[src/rtl/alu_pkg.sv]
// Shared types and default width for the pipelined ALU and its iterative multiplier.
package alu_pkg;

  localparam int DATA_WIDTH = 8;

  typedef enum logic [2:0] {
    ALU_ADD = 3'd0,
    ALU_SUB = 3'd1,
    ALU_AND = 3'd2,
    ALU_OR  = 3'd3,
    ALU_XOR = 3'd4,
    ALU_SLL = 3'd5,
    ALU_SRL = 3'd6,
    ALU_MUL = 3'd7
  } alu_opcode_t;

  typedef struct packed {
    logic zero;
    logic negative;
    logic carry;
    logic overflow;
  } alu_flags_t;

  typedef enum logic {
    IDLE     = 1'b0,
    MUL_BUSY = 1'b1
  } alu_state_t;

endpackage

[src/rtl/alu_mul_iter.sv]
// Iterative shift-add unsigned multiplier, one partial product per clock.
// Only instantiated when ALU_PIPE_MUL_EN is defined.
module alu_mul_iter
  import alu_pkg::*;
#(
  parameter int W = alu_pkg::DATA_WIDTH
) (
  input  logic         clk,
  input  logic         rst_n,
  input  logic         start,
  input  logic [W-1:0] a,
  input  logic [W-1:0] b,
  output logic         done,
  output logic [W-1:0] product,
  output logic         carry
);

  localparam int CW = $clog2(W + 1);

  logic [CW-1:0]  count_reg;
  logic [2*W-1:0] acc_reg;
  logic [2*W-1:0] mcand_reg;
  logic [W-1:0]   mplier_reg;
  logic [2*W-1:0] acc_next;

  assign acc_next = acc_reg + (mplier_reg[0] ? mcand_reg : '0);

  always_ff @(posedge clk) begin
    if (!rst_n) begin
      count_reg  <= '0;
      acc_reg    <= '0;
      mcand_reg  <= '0;
      mplier_reg <= '0;
    end else if (start) begin
      count_reg  <= CW'(W);
      acc_reg    <= '0;
      mcand_reg  <= {{W{1'b0}}, a};
      mplier_reg <= b;
    end else if (count_reg != '0) begin
      acc_reg    <= acc_next;
      mcand_reg  <= mcand_reg << 1;
      mplier_reg <= mplier_reg >> 1;
      count_reg  <= count_reg - CW'(1);
    end
  end

  // The final step's sum is presented combinationally so the caller can
  // capture it on the same edge that retires the last partial product.
  assign done    = (count_reg == CW'(1));
  assign product = acc_next[W-1:0];
  assign carry   = |acc_next[2*W-1:W];

endmodule

[src/rtl/alu_pipe.sv]
// Registered ALU with valid/ready on both sides; single-cycle ops have latency 1.
// Define ALU_PIPE_MUL_EN to include the iterative multiplier (MUL_BUSY state).
module alu_pipe
  import alu_pkg::*;
#(
  parameter int DATA_WIDTH = alu_pkg::DATA_WIDTH
) (
  input  logic                  clk,
  input  logic                  rst_n,
  input  logic                  in_valid,
  output logic                  in_ready,
  input  logic [DATA_WIDTH-1:0] a,
  input  logic [DATA_WIDTH-1:0] b,
  input  alu_opcode_t           op,
  output logic                  out_valid,
  input  logic                  out_ready,
  output logic [DATA_WIDTH-1:0] result,
  output alu_flags_t            flags
);

  localparam int SHAMT_W = $clog2(DATA_WIDTH);

  alu_state_t            state_reg, state_next;
  logic                  out_valid_reg, out_valid_next;
  logic [DATA_WIDTH-1:0] result_reg, result_next;
  alu_flags_t            flags_reg, flags_next;

  logic [DATA_WIDTH-1:0] alu_result;
  alu_flags_t            alu_flags;
  logic [DATA_WIDTH:0]   wide;

  logic                  accept;
  logic                  pop;
  logic                  mul_start;
  logic                  mul_done;
  logic [DATA_WIDTH-1:0] mul_product;
  logic                  mul_carry;

  assign in_ready = (state_reg == IDLE) && (!out_valid_reg || out_ready);
  assign accept   = in_valid && in_ready;
  assign pop      = out_valid_reg && out_ready;

`ifdef ALU_PIPE_MUL_EN
  assign mul_start = accept && (op == ALU_MUL);

  alu_mul_iter #(.W(DATA_WIDTH)) u_mul (
    .clk     (clk),
    .rst_n   (rst_n),
    .start   (mul_start),
    .a       (a),
    .b       (b),
    .done    (mul_done),
    .product (mul_product),
    .carry   (mul_carry)
  );
`else
  assign mul_start   = 1'b0;
  assign mul_done    = 1'b0;
  assign mul_product = '0;
  assign mul_carry   = 1'b0;
`endif

  // Single-cycle datapath; MUL lands in default when the multiplier is absent.
  always_comb begin
    alu_result = '0;
    alu_flags  = '0;
    wide       = '0;
    case (op)
      ALU_ADD: begin
        wide               = {1'b0, a} + {1'b0, b};
        alu_result         = wide[DATA_WIDTH-1:0];
        alu_flags.carry    = wide[DATA_WIDTH];
        alu_flags.overflow = (a[DATA_WIDTH-1] == b[DATA_WIDTH-1]) &&
                             (alu_result[DATA_WIDTH-1] != a[DATA_WIDTH-1]);
      end
      ALU_SUB: begin
        wide               = {1'b0, a} - {1'b0, b};
        alu_result         = wide[DATA_WIDTH-1:0];
        alu_flags.carry    = wide[DATA_WIDTH];
        alu_flags.overflow = (a[DATA_WIDTH-1] != b[DATA_WIDTH-1]) &&
                             (alu_result[DATA_WIDTH-1] != a[DATA_WIDTH-1]);
      end
      ALU_AND: alu_result = a & b;
      ALU_OR:  alu_result = a | b;
      ALU_XOR: alu_result = a ^ b;
      ALU_SLL: alu_result = a << b[SHAMT_W-1:0];
      ALU_SRL: alu_result = a >> b[SHAMT_W-1:0];
      default: alu_result = '0;
    endcase
    alu_flags.zero     = (alu_result == '0);
    alu_flags.negative = alu_result[DATA_WIDTH-1];
  end

  always_comb begin
    state_next     = state_reg;
    out_valid_next = out_valid_reg;
    result_next    = result_reg;
    flags_next     = flags_reg;
    if (pop) begin
      out_valid_next = 1'b0;
    end
    case (state_reg)
      IDLE: begin
        if (accept) begin
          if (mul_start) begin
            state_next = MUL_BUSY;
          end else begin
            out_valid_next = 1'b1;
            result_next    = alu_result;
            flags_next     = alu_flags;
          end
        end
      end
      MUL_BUSY: begin
        if (mul_done) begin
          state_next          = IDLE;
          out_valid_next      = 1'b1;
          result_next         = mul_product;
          flags_next.zero     = (mul_product == '0);
          flags_next.negative = mul_product[DATA_WIDTH-1];
          flags_next.carry    = mul_carry;
          flags_next.overflow = 1'b0;
        end
      end
      default: state_next = IDLE;
    endcase
  end

  always_ff @(posedge clk) begin
    if (!rst_n) begin
      state_reg     <= IDLE;
      out_valid_reg <= 1'b0;
      result_reg    <= '0;
      flags_reg     <= '0;
    end else begin
      state_reg     <= state_next;
      out_valid_reg <= out_valid_next;
      result_reg    <= result_next;
      flags_reg     <= flags_next;
    end
  end

  assign out_valid = out_valid_reg;
  assign result    = result_reg;
  assign flags     = flags_reg;

endmodule

[config.mk]
export PLATFORM = sky130hd
export DESIGN_NAME = alu_pipe
export DESIGN_NICKNAME = d
export VERILOG_FILES = /design/src/rtl/alu_pkg.sv /design/src/rtl/alu_mul_iter.sv /design/src/rtl/alu_pipe.sv
export SDC_FILE = /design/constraint.sdc
export NUM_CORES = 1
export LEC_CHECK = 0
export ABC_AREA = 1
export CAP_MARGIN = 5
export CORE_MARGIN = 1.5
export CORE_UTILIZATION = 49
export CTS_CLUSTER_SIZE = 8
export DETAILED_ROUTE_END_ITERATION = 10
export PLACE_DENSITY = 0.83
export RECOVER_POWER = 50
export SLEW_MARGIN = 15
export SYNTH_ARGS = -nofsm -noshare
export SYNTH_HDL_FRONTEND = slang
export SYNTH_HIERARCHICAL = 1
export SYNTH_SLANG_ARGS = --single-unit
[constraint.sdc]
create_clock -name clk -period 2.06 [get_ports clk]
set_input_delay 0.412 -clock clk [delete_from_list [all_inputs] [get_ports clk]]
set_output_delay 0.412 -clock clk [all_outputs]
set_load 0.05 [all_outputs]
Word level (Yosys, flattened, before mapping) --
Index checks and enable logic that the tools add are counted.
Word-level totals: ROM bits 0, logic and storage cells 46, latch bits 0, output and inout port bits 14, memories 0, input port bits 23, RAM bits 0, register bits after elaboration 14
Operators by class: reduce and logical (&&, ||, !) cells 10, shift-type cells 2, bitwise operators 4, add/sub/neg operators 2, equality and inequality tests 11, order comparisons 0, div/mod/pow operators 0, multiplexer cells 10, multipliers 0
Operators by type and width (number):
- case mux 8 bit (7 select lines) | 1
- two-way mux 8 bit | 2
- adder 8 x 8 -> 9 bit | 1
- equality test 3 bit, second input constant | 3
- subtractor 8 x 8 -> 9 bit | 1
- bitwise AND 8 bit | 1
- logical NOT 8 bit | 1
- two-way mux 4 bit | 2
- OR 8 bit | 1
- << shifter 8 x 3 -> 8 bit | 1
- >> shifter 8 x 3 -> 8 bit | 1
- XOR 8 bit | 1
- equality test 3 x 2 -> 1 bit, second input constant | 2
- logical AND 1 bit | 5
- case mux 1 bit (2 select lines) | 2
- case mux 2 bit (2 select lines) | 1
- equality test 3 x 1 -> 1 bit, second input constant | 1
- logical NOT 3 bit | 1
- inequality test 1 bit | 3
- two-way mux 1 bit | 2
- inequality test 2 bit, second input constant | 1
- AND reduction 2 bit | 1
- equality test 1 bit | 1
- logical NOT 1 bit | 1
- 2 further kinds | 2

Longest topological paths before layout --
Gate-level depths: netlist of run 1.
depth after elaboration 6, gate-level depth with buffers 15, mapped depth without buffers 15

Least setup slack after synthesis of run 1 --
OpenSTA, ideal clock, no wires.
kind input-to-reg, from in a[0], to reg flags_reg (netlist bit flags[3]), library setup time 66 ps, slack 36 ps, cell stages on the path 12, arrival time 1958 ps, path buffers 0, required time 1994 ps, cell sequence inv_1 > ha_1 > fa_1 > o21ai_2 > nand2_2 > o21ai_0 > nand2_1 > nand3_1 > nand2_1 > nor2_1 > nand3_1 > a21oi_2
On the way: word-level cells in the longest chain between the ends 5
Ends and longest elaborated chain:
- start, declared | RTL line alu_pipe.sv:12 | input logic [DATA_WIDTH-1:0] a,
- subtractor 8 x 8 -> 9 bit (tied with other cells) | RTL line alu_pipe.sv:77 | wide = {1'b0, a} - {1'b0, b};
- case mux 8 bit (7 select lines) * | RTL line alu_pipe.sv:68 | case (op)
- logical NOT 8 bit * | RTL line alu_pipe.sv:90 | alu_flags.zero = (alu_result == '0);
- two-way mux 4 bit * | RTL line alu_pipe.sv:104 | if (accept) begin
- two-way mux 4 bit * | RTL line alu_pipe.sv:102 | case (state_reg)
- end signal, assigned | RTL line alu_pipe.sv:139 | flags_reg <= flags_next;
- end, declared | RTL line alu_pipe.sv:26 | alu_flags_t flags_reg, flags_next;
Every way passes the cells marked *; elsewhere a longest branch is shown, timed or not. The select of a mux whose other input is x is not followed. A chain may end at the register's enable or synchronous reset.

Worst setup path in the final report of run 1 --
from in a[5], to reg flags_reg (netlist bit flags[3])
The elaborated chain is that of the path after synthesis.

==> results_dict.tcl, run 1 <==
set metrics [dict create \
    outcome "complete, no violations" \
    yosysWarnings 6 \
    hold_start "flags[0]" \
    clk_latency_ns 0.24 \
    cts_tree "built" \
    ir_drop_mv 0.256 \
    fmax_ghz 0.490 \
    cts.path.max_buffers 2 \
    path_max_fanout 6 \
    worst_pin_slew_ns 0.546 \
    areaGrowthSynthToFinish_pct 57.0 \
    hp-class "register to register" \
    worstSetupStartpoint "a[5]" \
    powerDensity_nw_per_um2 394 \
    io_buffers 36 \
    r2r_start "out_valid" \
    clockPowerShare_pct 19.2 \
    gp_congestion 0.943 \
    setup_violations 0 \
    routedWlPerCell_um 14.5 \
    dpl.hpwl_um 6150 \
    internal_power_w 0.000780 \
    core_area_um2 4320 \
    fill_cells 308 \
    remaining_drc_errors 0 \
    grt_pass1_wl_um 13400 \
    overflow 0 \
    p_switching_w 0.000573 \
    synthesis.area_um2 2190 \
    synth-main-ff-cell "dfxtp_1" \
    synth_fp_nets 446 \
    critPathKind "input port to register" \
    worstPathRequired_ns 2.24 \
    post-route-min-period_ns 2.04 \
    layout.cells.non_filler 564 \
    start_util_pct 50.5 \
    antenna_cells 0 \
    cts-htree-levels 1 \
    rows 24 \
    p_seq_share_pct 19.3 \
    cts_root_buffer "clkbuf_8" \
    die_x_um 69.8 \
    post-route-period-util_pct 99.0 \
    cts_buffers 3 \
    ant_nets 0 \
    cts_hold_buf 0 \
    drv_slew 0 \
    clock-sinks 12 \
    ios 37 \
    leakagePower_nw 1.90 \
    swShare_pct 42.3 \
    grt_max_degree 15 \
    slew_headroom_pct 63.5 \
    grt_pass1_vias 2984 \
    total_power_w 0.00135 \
    cap_viol_max_count 0 \
    fp.dieH_um 69.8 \
    numPlacedInstances 555 \
    cp-end-kind "register" \
    grt.total_usage_pct 33.5 \
    hold_viol 0 \
    synth_edf_count 0 \
    clk_pin_slew_ns 0.06 \
    synth_top_area_share_pct 18.2 \
    fin_nets 563 \
    synth_cells 396 \
    wirelength_um 8190 \
    r2r_slack_ns 0.82 \
    dr_total_vias 3140 \
    ys_types 26 \
    ys_seq_elements 12 \
    drt_iter0_markers 205 \
    yosys.area.top_type "nand2_1" \
    syn-mean-instance-area_um2 5.52 \
    comb_power_share_pct 61.5 \
    drive_gt1_share_pct 30.1 \
    arrival_ns 2.22 \
    first_pass_iters 5 \
    async_reset_ff_share_pct 0 \
    ys_top_cells_by_area "nand2_1 (18%), nand3_1 (17%), ha_1 (14%), dfxtp_1 (11%), inv_1 (11%)" \
    vias_per_cell 5.57 \
    yosysSeqAreaShare_pct 11.0 \
    rsz0062_at_grt "true" \
    largest_reg_flops 8 \
    cp-start-kind "input port" \
    finalClockSkew_ns 0.00461 \
    antenna_found_initial 0 \
    dieArea_um2 4870 \
]
-- critical path: stages --
cell and delay (ns):
clkdlybuf4s50_1 0.47, inv_1 0.07, ha_4 0.31, nand2_1 0.07, nor2_1 0.11, nand2_1 0.09, nand2_2 0.09, nand2_1 0.06
nand3_1 0.10, nand3_1 0.10, nor2_1 0.11, nand3_1 0.10, a21oi_2 0.11
-- cells by family after synthesis --
logic type                 after synthesis  share of synthesized area (%)
xor gates and xnor gates                 1                          0.401
buffers and inverters                   77                           14.7
and+or+nand+nor                        247                           49.3
AOI/OAI and AO/OA                       32                           8.42
adders and majority gates               27                           16.1
DFF                                     12                           11.0
-- metal layers --
layer | global-route usage [%] | vias up | routed length (µm)
li1 | - | 1498 | -
met1 | 39.4 | 1441 | 3120
met2 | 61.9 | 156 | 4030
met3 | 5.81 | 45 | 761
met4 | 9.40 | 0 | 279
met5 | 0 | - | 0
-- power by group through the flow --
stage	registers (W)	clock network (W)	logic [W]
3_3_place_gp	0.000265	0	0.000727
2_1_floorplan	0.000330	0	0.000343
6_report	0.000262	0.000260	0.000831
3_5_place_dp	0.000266	0	0.000750
4_1_cts	0.000261	0.000258	0.000803
5_1_grt	0.000263	0.000274	0.000894
-- path summary, 6_finish.rpt --
path	endpoint	depth (start not counted)
worst min-delay path	flags[0]	2
worst max register to register	result[7]	8
worst min register to register	flags[0]	2
worst max-delay path	flags[3]	13
-- cell type report --
cell class	count	area, µm²	share of cell area [%]
well taps	52	65.1	1.90
flip-flops and latches	12	240	7.00
clock buffers	4	55.1	1.60
multi-input cells	307	1790	52.2
repair buffers	120	1020	29.6
inverters	69	262	7.62
-- synth_stat cells, types with 3 or more instances --
cell type  count
inv_2          6
nand3_1       75
nor3_1         3
inv_1         63
ha_1          25
dfxtp_1       12
o211ai_1       4
nand4_1        7
nand3_2        3
a21oi_1       11
nand2_1      106
buf_6          3
nor2_2         3
o21ai_0       12
nor2_1        46
-- layout by cell type, fill, tap and decap left out, types with 8 or more instances in the layout --
| cell | count |
|---|---|
| buf_4 | 79 |
| nand2_1 | 99 |
| ha_1 | 15 |
| nand3_1 | 74 |
| inv_1 | 50 |
| clkdlybuf4s50_1 | 13 |
| dlygate4sd3_1 | 8 |
| inv_2 | 18 |
| dfxtp_1 | 12 |
| nor2_1 | 40 |
| nor2_2 | 8 |
| o21ai_0 | 9 |
| nand2_2 | 9 |
-- through the flow --
step	utilization, %	setup slack (ns)	hold WS (ns)	TNS (ns)	cell area, µm²
finish	79.4	0.0198	0.504	0	3430
global route	79.4	-0.0858	0.527	-0.121	3430
CTS	78.5	0.00994	0.492	0	3390
detailed placement	73.5	-0.636	0.481	-5.04	3180
global placement	73.5	-0.567	0.478	-4.37	3180
floorplan	-	0.0362	0.550	0	2190
-- repair_timing --
action / 4_1_cts / 5_1_grt
buffers inserted: 4 / 1
pin swaps: 27 / 13
gates resized for setup: 60 / 20
setup endpoints to repair: 10 / 9
hold endpoints to repair: 0 / 0
Power figures use the tool's default switching activity.
==> run 2: changes to the inputs <==
--- a/config.mk
+++ b/config.mk
@@ -6,12 +6,11 @@
 export NUM_CORES = 1
 export LEC_CHECK = 0
 export ABC_AREA = 1
-export CAP_MARGIN = 5
 export CORE_MARGIN = 1.5
 export CORE_UTILIZATION = 49
 export CTS_CLUSTER_SIZE = 8
 export DETAILED_ROUTE_END_ITERATION = 10
-export PLACE_DENSITY = 0.83
+export PLACE_DENSITY = 0.78
 export RECOVER_POWER = 50
 export SLEW_MARGIN = 15
 export SYNTH_ARGS = -nofsm -noshare
==> run 2 against run 1 <==
Effect of this change:
- the run now ends with negative setup slack left
- final cell count fell by 1.6%
- sequential power about the same
- utilization decreased by 1.1 points
- sequential share of layout area is 0.098 points higher
- die area did not move
- combinational power is 0.8% lower
- count of clock-buffer cells in the layout fell by 1
- wire length down 5.3%
- hold slack lost 0.0039 ns
- first-iteration DRC count increased by 61%
==> results_dict.tcl, run 2 (same netlist as run 1, synthesis figures left out) <==
set metrics [dict create \
    ir_drop_mv 0.210 \
    grt_max_degree 16 \
    total_power_w 0.00130 \
    first_pass_iters 5 \
    dieArea_um2 4870 \
    die_x_um 69.8 \
    cts_root_buffer "clkbuf_8" \
    slew_headroom_pct 66.2 \
    outcome "finished with violations" \
    cp-start-kind "input port" \
    failed_checks "negative setup slack" \
    io_buffers 36 \
    worstPathRequired_ns 2.23 \
    r2r_slack_ns 0.85 \
    vias_per_cell 5.52 \
    worst_slack_ns -0.0803 \
    multi_input_area_um2 1830 \
    powerDensity_nw_per_um2 383 \
    layout.cells.non_filler 555 \
    cap_viol_max_count 0 \
    whs_ns 0.500 \
    regArea_um2 240 \
    clk_latency_ns 0.24 \
    rows 24 \
    grt_pass1_vias 2802 \
    finalClockSkew_ns 0.00233 \
    arrival_ns 2.31 \
    wirelength_um 7750 \
    post-route-period-util_pct 104 \
    cp-end-kind "register" \
    grt.total_usage_pct 30.3 \
    start_util_pct 50.5 \
    areaGrowthSynthToFinish_pct 54.8 \
    fill_cells 328 \
    cts-htree-levels 1 \
    largest_reg_flops 8 \
    antenna_cells 0 \
    cts_tree "built" \
    hp-class "register to register" \
    ios 37 \
    final_cell_mix "nand2_1 (99), nand3_1 (72), buf_4 (71)" \
    cts.path.max_buffers 2 \
    drt_iter0_markers 331 \
    antenna_found_initial 0 \
    drv_slew 0 \
    fin_nets 555 \
    clk_pin_slew_ns 0.05 \
    drive_gt1_share_pct 29.4 \
    clock-sinks 12 \
    numPlacedInstances 548 \
    setup_tns_ns -0.0803 \
    setup_violations 1 \
    critPathKind "input port to register" \
    fp.dieH_um 69.8 \
    ant_nets 0 \
    dp_slack_ns -0.621 \
    cts_hold_buf 0 \
    worst_pin_slew_ns 0.505 \
    dpl.hpwl_um 5840 \
    overflow 0 \
    final_common_cell "nand2_1" \
    path_max_fanout 4 \
    routedWlPerCell_um 14.0 \
    rsz0062_at_grt "true" \
    leakagePower_nw 1.87 \
    fmax_ghz 0.467 \
    hold_viol 0 \
    cts_buffers 3 \
    remaining_drc_errors 0 \
    gp_congestion 0.995 \
    grt_pass1_wl_um 12200 \
    core_area_um2 4320 \
    post-route-min-period_ns 2.14 \
    dr_total_vias 3062 \
]
## run 2: cell type report
cell class                 instances  area share (%)
sequential                        12            7.10
multi-input combinational        307            54.0
tap                               52            1.92
timing repair buffer             112            28.1
inverter                          69            7.65
clock buffer                       3            1.22
## run 2: power by group
group	internal [W]	switching (W)	leakage [nW]	total [W]
registers	0.000252	0.00000986	0.0992	0.000261
clock network	0.000129	0.0000830	0.0216	0.000212
logic	0.000351	0.000473	1.75	0.000824
## run 2: stage by stage
step	util (%)	instance area, µm²
6_report	78.3	3380
2_1_floorplan	-	2190
4_1_cts	75.1	3250
3_5_place_dp	71.7	3100
3_3_place_gp	71.7	3100
5_1_grt	78.3	3380
## run 2: routing by layer
metal | vias up | part of all wire [%] | GRT usage [%]
met5 | - | 0 | 0
met4 | 0 | 3.1 | 7.05
met3 | 26 | 6.3 | 1.89
met2 | 143 | 49 | 54.5
met1 | 1410 | 42 | 39.5
li1 | 1483 | - | -
## run 2: path summary, 6_finish.rpt
path	end	cells past startpoint	startpoint
setup / recovery	flags[3]	15	a[0]
hold / removal	result[4]	2	result[4]
setup reg to reg	result[1]	8	out_valid
hold reg to reg	result[4]	2	result[4]
## run 2: worst max-delay path, cell delays in order
cell and delay (ns):
buf_6 0.09, buf_6 0.12, ha_4 0.17, fa_2 0.41, nor2_2 0.13, nor2_1 0.06, nand2_1 0.09, nand2_1 0.06
nor2_1 0.09, nand3_1 0.14, nor2_2 0.14, nand2_1 0.07, nor2_1 0.12, nand3_2 0.09, a21oi_2 0.11
## run 2: what timing repair did
item | in CTS | in global routing
setup buffers | 4 | 0
setup endpoints to repair | 10 | 10
gates resized for setup | 34 | 52
cloned | 0 | 0
pin swaps | 12 | 27
==> run 3: changes to the inputs <==
--- a/config.mk
+++ b/config.mk
@@ -12,6 +12,7 @@
 export DETAILED_ROUTE_END_ITERATION = 10
 export PLACE_DENSITY = 0.78
 export RECOVER_POWER = 50
+export REMOVE_ABC_BUFFERS = 1
 export SLEW_MARGIN = 15
 export SYNTH_ARGS = -nofsm -noshare
 export SYNTH_HDL_FRONTEND = slang
==> run 3 against run 2 <==
Effect of this change:
- the flow now finishes without violations
- highest routed layer unchanged
- combinational power is 2% lower
- global-route usage is 0.52 points lower
- maximum frequency is 7.7% higher
- critical path type unchanged
- largest cell class unchanged
==> results_dict.tcl, run 3 (same netlist as run 1, synthesis figures left out) <==
set metrics [dict create \
    min_to "flags[3]" \
    powerDensity_nw_per_um2 378 \
    r2r_start "out_valid" \
    die_x_um 69.8 \
    hold_depth 2 \
    clockPowerShare_pct 16.0 \
    remaining_drc_errors 0 \
    critPathKind "input port to register" \
    cts.path.max_buffers 2 \
    setup_tns_ns 0 \
    cpPeakStageDelay_ns 0.26 \
    total_power_w 0.00127 \
    cts-htree-levels 1 \
    r2r.worst_path.cells 7 \
    worstPathRequired_ns 2.23 \
    cp-start-kind "input port" \
    final_cell_mix "nand2_1 (99), buf_4 (71), nand3_1 (70)" \
    p_switching_w 0.000548 \
    start_util_pct 50.5 \
    fp.dieH_um 69.8 \
    io_buffers 36 \
    arrival_ns 2.16 \
    antenna_found_initial 0 \
    cts_buffers 3 \
    clk_pin_slew_ns 0.05 \
    r2r_slack_ns 0.80 \
    overflow 0 \
    core_area_um2 4320 \
    grt_pass1_wl_um 12100 \
    wirelength_um 7480 \
    r2r-end "result[2]" \
    fmax_ghz 0.503 \
    drive_gt1_share_pct 28.9 \
    areaGrowthSynthToFinish_pct 53.8 \
    p_seq_share_pct 20.5 \
    cts_tree "built" \
    hold_viol 0 \
    antenna_cells 0 \
    clk_latency_ns 0.24 \
    ant_nets 0 \
    largest_reg_flops 8 \
    drt_iter0_markers 395 \
    fill_cells 342 \
    finalClockSkew_ns 0.00392 \
    drv_slew 0 \
    final_common_cell "nand2_1" \
    hold_start "flags[3]" \
    cp-end-kind "register" \
    outcome "complete, no violations" \
    post-route-min-period_ns 1.99 \
    dpl.hpwl_um 5870 \
    post-route-util_pct 77.7 \
    rsz0062_at_grt "true" \
    dr_total_vias 3011 \
    setup_violations 0 \
    grt.total_usage_pct 29.8 \
    gp_congestion 0.983 \
    vias_per_cell 5.44 \
    swShare_pct 43.1 \
    whs_ns 0.501 \
    ir_drop_mv 0.216 \
    path_max_fanout 5 \
    rows 24 \
    grt_pass1_vias 2817 \
    cap_viol_max_count 0 \
    slew_headroom_pct 60.4 \
    comb_power_share_pct 63.4 \
    placed_cell_area_um2 3090 \
    cts_root_buffer "clkbuf_8" \
    ios 37 \
    critical_path.cell_chain "dlygate4sd2_1 > buf_4 > ha_1 > a21oi_2 > nand2_2 > nand2_1 > buf_4 > nand3_1 > nand3_2 > nand3_2 > nor2_1 > nand3_1 > a21oi_2" \
    internal_power_w 0.000724 \
    fin_nets 554 \
    routedWlPerCell_um 13.5 \
    fin_area_um2 3360 \
    slowest_stage "dlygate4sd2_1" \
    dieArea_um2 4870 \
    post-route-period-util_pct 96.5 \
    first_pass_iters 5 \
    worst_pin_slew_ns 0.596 \
    grt_max_degree 15 \
    hp-class "register to register" \
    leakagePower_nw 1.88 \
    clock-sinks 12 \
]
[run 3: cell types whose count changed in the layout (fill, tap and decap cells not counted), sizes merged]
cell           delta
clkdlybuf4s50     -5
dlygate4sd3       +2
dlymetal6s2s      +2
clkdlybuf4s15     -1
dlygate4sd2       +1
[run 3: timing repair]
item	4_1_cts	5_1_grt
hold buffers	0	0
hold endpoints to repair	0	0
setup endpoints to repair	10	9
setup buffers	3	1
pin swaps	16	24
gates resized for setup	47	50
[run 3: stage by stage]
stage	instances	worst slack, ns
after floorplan	388	0.0360
after global placement	547	-0.571
after detailed placement	547	-0.648
after CTS	553	-0.0719
after global routing	554	-0.0412
final	554	0.0722
[run 3: critical path: cells and delay by family]
kind / cells / cell delay (ns)
AO/OA/AOI/OAI: 2 / 0.28
buffers and inverters: 3 / 0.54
AND/OR/NAND/NOR: 7 / 0.71
adder cells (fa/ha/maj): 1 / 0.23
[run 3: layout make-up]
type,instances,area [µm²],share of cell area (%)
clock buffers,3,41.3,1.23
inverters,69,264,7.85
multi-input cells,307,1820,54.0
flip-flops and latches,12,240,7.15
well taps,52,65.1,1.94
repair buffers,111,935,27.8
[run 3: power groups by stage]
stage               Sequential (W)  Clock (W)  Combinational (W)
finish                    0.000261   0.000204           0.000807
global placement          0.000265          0           0.000711
detailed placement        0.000266          0           0.000729
global route              0.000263   0.000219           0.000873
CTS                       0.000262   0.000209           0.000767
floorplan                 0.000336          0           0.000316
[run 3: worst max-delay path by stage]
stage	start	endpoint	slack, ns	depth (start not counted)
after global routing	a[0]	flags[3]	-0.04	16
after floorplan	a[0]	flags[3]	0.04	12
after detailed placement	a[0]	flags[3]	-0.65	13
after global placement	a[0]	flags[3]	-0.57	13
after CTS	b[5]	flags[3]	-0.07	11
final	b[2]	flags[3]	0.07	13
[run 3: layer usage]
metal	vias up	global-route usage (%)	routed length (µm)
li1	1485	-	-
met4	0	9.40	133
met5	-	0	0
met3	10	4.36	498
met2	135	53.0	3740
met1	1381	36.7	3110
